==> config.mk <==
export PLATFORM = sky130hd
export DESIGN_NAME = xor_prefix_decoder
export DESIGN_NICKNAME = d
export VERILOG_FILES = /design/src/rtl/xor_codec_pkg.sv /design/src/rtl/xor_prefix_decoder.sv
export SDC_FILE = /design/constraint.sdc
export NUM_CORES = 1
export LEC_CHECK = 0
export BUFFER_PORTS_ARGS = -buffer_cell sky130_fd_sc_hd__buf_2
export CELL_PAD_IN_SITES_DETAIL_PLACEMENT = 1
export CELL_PAD_IN_SITES_GLOBAL_PLACEMENT = 1
export CORE_ASPECT_RATIO = 0.9
export CORE_MARGIN = 2
export CORE_UTILIZATION = 40
export DETAILED_ROUTE_END_ITERATION = 10
export PLACE_DENSITY = 0.75
export SKIP_CTS_REPAIR_TIMING = 1
export SLEW_MARGIN = 40
export SYNTH_ARGS = -nofsm -noshare
export SYNTH_HDL_FRONTEND = slang
export SYNTH_SLANG_ARGS = --single-unit
==> constraint.sdc <==
create_clock -name clk -period 3.1 [get_ports clk]
set_input_delay 0.465 -clock clk [delete_from_list [all_inputs] [get_ports clk]]
set_output_delay 0.465 -clock clk [all_outputs]
set_load 0.03 [all_outputs]
==> src/rtl/xor_codec_pkg.sv <==
// Shared definitions for the XOR-differenced quotient code: FSM states,
// default width, and a combinational prefix-XOR golden model.
package xor_codec_pkg;

    localparam int XOR_W = 8;

    typedef enum logic [1:0] {
        IDLE  = 2'd0,
        SHIFT = 2'd1,
        DONE  = 2'd2
    } state_e;

    // Decodes the low w bits of word; bits at and above w are returned as 0.
    function automatic logic [31:0] xor_prefix(input logic [31:0] word, input int w);
        logic [31:0] r;
        logic        acc;
        r   = '0;
        acc = 1'b0;
        for (int i = 0; i < 32; i++) begin
            if (i < w) begin
                acc  = acc ^ word[i];
                r[i] = acc;
            end
        end
        return r;
    endfunction

endpackage

==> src/rtl/xor_prefix_decoder.sv <==
// Bit-serial prefix-XOR decoder: one input bit per clock, with a
// valid/ready handshake on both sides. Bit 0 is processed first.
module xor_prefix_decoder
    import xor_codec_pkg::*;
#(
    parameter int W = XOR_W
) (
    input  logic         clk,
    input  logic         rst,
    input  logic         in_valid,
    output logic         in_ready,
    input  logic [W-1:0] in_data,
    output logic         out_valid,
    input  logic         out_ready,
    output logic [W-1:0] out_data,
    output logic         busy
);

    localparam int            IW   = (W > 1) ? $clog2(W) : 1;
    localparam logic [IW-1:0] LAST = IW'(W - 1);

    state_e        state_q, state_d;
    logic [W-1:0]  sreg_q, sreg_d;
    logic [W-1:0]  out_q, out_d;
    logic [IW-1:0] idx_q, idx_d;
    logic          acc_q, acc_d;
    logic          acc_next;

    always_comb begin
        state_d  = state_q;
        sreg_d   = sreg_q;
        out_d    = out_q;
        idx_d    = idx_q;
        acc_d    = acc_q;
        acc_next = acc_q ^ sreg_q[idx_q];
        case (state_q)
            IDLE: begin
                if (in_valid) begin
                    sreg_d  = in_data;
                    acc_d   = 1'b0;
                    idx_d   = '0;
                    state_d = SHIFT;
                end
            end
            SHIFT: begin
                acc_d        = acc_next;
                out_d[idx_q] = acc_next;
                // idx parks at the last bit; only a new accept rewinds it
                if (idx_q == LAST) begin
                    state_d = DONE;
                end else begin
                    idx_d = idx_q + 1'b1;
                end
            end
            DONE: begin
                if (out_ready) begin
                    state_d = IDLE;
                end
            end
            default: state_d = IDLE;
        endcase
    end

    always_ff @(posedge clk) begin
        if (rst) begin
            state_q <= IDLE;
            sreg_q  <= '0;
            out_q   <= '0;
            idx_q   <= '0;
            acc_q   <= 1'b0;
        end else begin
            state_q <= state_d;
            sreg_q  <= sreg_d;
            out_q   <= out_d;
            idx_q   <= idx_d;
            acc_q   <= acc_d;
        end
    end

    // All handshake outputs decode registered state, so out_ready never
    // reaches in_ready combinationally.
    assign in_ready  = (state_q == IDLE);
    assign out_valid = (state_q == DONE);
    assign busy      = (state_q != IDLE);
    assign out_data  = out_q;

endmodule

==> impl_metrics.env <==
export IMPL_rsz0062_at_grt="no"
export IMPL_num_antenna_cells=0
export IMPL_numCtsBuffers=3
export IMPL_max_stage_delay_ps=590
export IMPL_first_global_vias=954
export IMPL_cp_cell_sequence="mux4_1, mux2_4, and4_1, nor4_1"
export IMPL_synth_nets=140
export IMPL_mostFrequentLayoutCells="dfxtp_1, buf_2, nor2_1"
export IMPL_synth_warnings=0
export IMPL_htree_levels=1
export IMPL_cts_root_buf="clkbuf_4"
export IMPL_pre_cts_slack_ps=1200
export IMPL_cp_slowest_cell="mux4_1"
export IMPL_synth_distinct_cells=33
export IMPL_max_vdd_ir_drop_v=0.000267
export IMPL_cts_path_max_buffers=2
export IMPL_drt_initial_drc_count=46
export IMPL_area_growth_pct=12.3
export IMPL_cts_sinks=22
export IMPL_netlist_instances=126
export IMPL_skew_ps=15.1
export IMPL_via_count=975
export IMPL_setup_slack_ps=1090
export IMPL_cp_num_buf_inv=0
export IMPL_regArea_um2=440
export IMPL_antenna_found_initial=0
export IMPL_routed_wl_um=2680
export IMPL_gp_congestion=0.715
export IMPL_fin_crit_ps=2010
export IMPL_start_util_pct=42.3
export IMPL_io_pins=23
export IMPL_finalSetupTns_ps=0
export IMPL_cts_tree="done"
export IMPL_hold_viol_final=0
export IMPL_nets=156
export IMPL_drive_gt1_share_pct=24.1
export IMPL_die_area_um2=3380
export IMPL_p_leak_uw=0.000577
export IMPL_reg2reg_slack_ps=1090
export IMPL_worst_path_stages=4
export IMPL_reg2reg_depth=4
export IMPL_synth_top_area_share_pct=37.6
export IMPL_cp_arrival_ps=2240
export IMPL_track_usage_pct=17.8
export IMPL_ant_nets=0
export IMPL_syn_area_um2=1170
export IMPL_ys_ff_latch=22
export IMPL_wl_per_cell_um=14.8
export IMPL_ys_top_cells_by_area="dfxtp_1, mux2i_1, a21oi_1"
export IMPL_fillers=348
export IMPL_hold_class="input port to flip-flop"
export IMPL_grt_pass1_wl_um=4620
export IMPL_clock_latency_ps=330
export IMPL_power_uw=557
export IMPL_worstPathRequired_ps=3330
export IMPL_synth_largest_area_cell="dfxtp_1"
export IMPL_path_class="flip-flop to flip-flop"
export IMPL_drt_vias_per_instance=5.39
export IMPL_endpoint_kind="flip-flop"
export IMPL_design_core_area_um2=2770
export IMPL_powerDensity_nw_per_um2=424
export IMPL_cp_max_fo=16
export IMPL_post_route_period_util_pct=65.0
export IMPL_place_inst=177
export IMPL_die_x_um=61.0
export IMPL_whs_path_depth=3
export IMPL_num_rows=18
export IMPL_start_kind="flip-flop"
export IMPL_clk_pin_slew_ps=140
export IMPL_dp_hpwl_um=1830
export IMPL_drc=0
export IMPL_max_cap_violations=0
export IMPL_slew_headroom_pct=54.2
export IMPL_firstDrtPassIters=4
export IMPL_die_h_um=55.3
export IMPL_multi_input_comb_area_um2=674
export IMPL_yosysSeqAreaShare_pct=37.6
export IMPL_drv_slew=0
export IMPL_status="completed"
export IMPL_grt_max_degree=23
export IMPL_synth_avg_cell_area_um2=9.29
export IMPL_tightest_slew_ps=685
export IMPL_setup_viol=0
export IMPL_port_buffers=22
export IMPL_grt_overflow=0
export IMPL_critical_path_top_delay_family="multiplexers"
export IMPL_final_cells=181
export IMPL_max_freq_ghz=0.497
export IMPL_hold_ws_ps=356
[synthesized netlist by cell type (all sizes together)]
library cell  instances
nor2b                 1
ha                    2
a21oi                12
o21ai                 1
a31oi                 1
and2                  2
buf                   5
nor4                  6
clkbuf                6
and4                  6
inv                   1
mux4                  2
nor3b                 3
nor2                 13
a21o                  1
dfxtp                22
nand3                 2
nor4bb                2
mux2                  1
nor4b                 1
nor3                  9
and2b                 1
mux2i                10
nand2                 7
nand2b                3
or2                   1
and3b                 1
nand3b                4
[metrics by stage]
stage          area, um^2  utilization (%)
2_1_floorplan        1170                -
3_3_place_gp         1280             46.2
3_5_place_dp         1280             46.2
4_1_cts              1320             47.5
5_1_grt              1320             47.5
6_report             1320             47.5
[area by class of cell]
type,count,share of cell area (%)
Timing Repair Buffer,22,8.37
Clock buffer,4,2.76
Multi-Input combinational cell,92,51.3
Sequential cell,22,33.5
Inverter,1,0.285
Tap cell,40,3.81
[path summary, 6_finish.rpt]
check / startpoint / to
setup reg to reg: idx_q[0] / out_data[1]
hold / removal: in_data[3] / sreg_q[3]
setup / recovery: idx_q[0] / out_data[1]
hold reg to reg: out_data[6] / out_data[6]
[tightest hold or removal path: stages]
cell and delay (ps):
buf_2 70, mux2i_1 50, nor2_1 70
[per-layer routing]
metal,up-vias,share of wire (%),GRT usage [%]
met3,4,3.8,4.45
met5,-,0,0
met4,0,0.86,3.73
met1,462,48,26.0
met2,19,47,26.1
li1,490,-,-
[state kept, by name (all words and copies together), names as in the netlist]
signal / flops
sreg_q: 8
out_data: 8
acc_q: 1
state_q: 2
idx_q: 3
[power breakdown]
part           switching (uW)  internal [uW]
combinational            45.7           34.3
sequential               13.7            294
clock                    97.3           71.9
total                     157            401
[cell families after synthesis]
family                     after synthesis  share of synthesized area, %
adders and majority gates                2                          2.14
AOI/OAI and AO/OA                       15                          7.26
muxes                                   13                          14.3
buffers and inverters                   12                          4.81
DFF                                     22                          37.6
and+or+nand+nor                         62                          33.9
(Power assumes the default switching activity.)
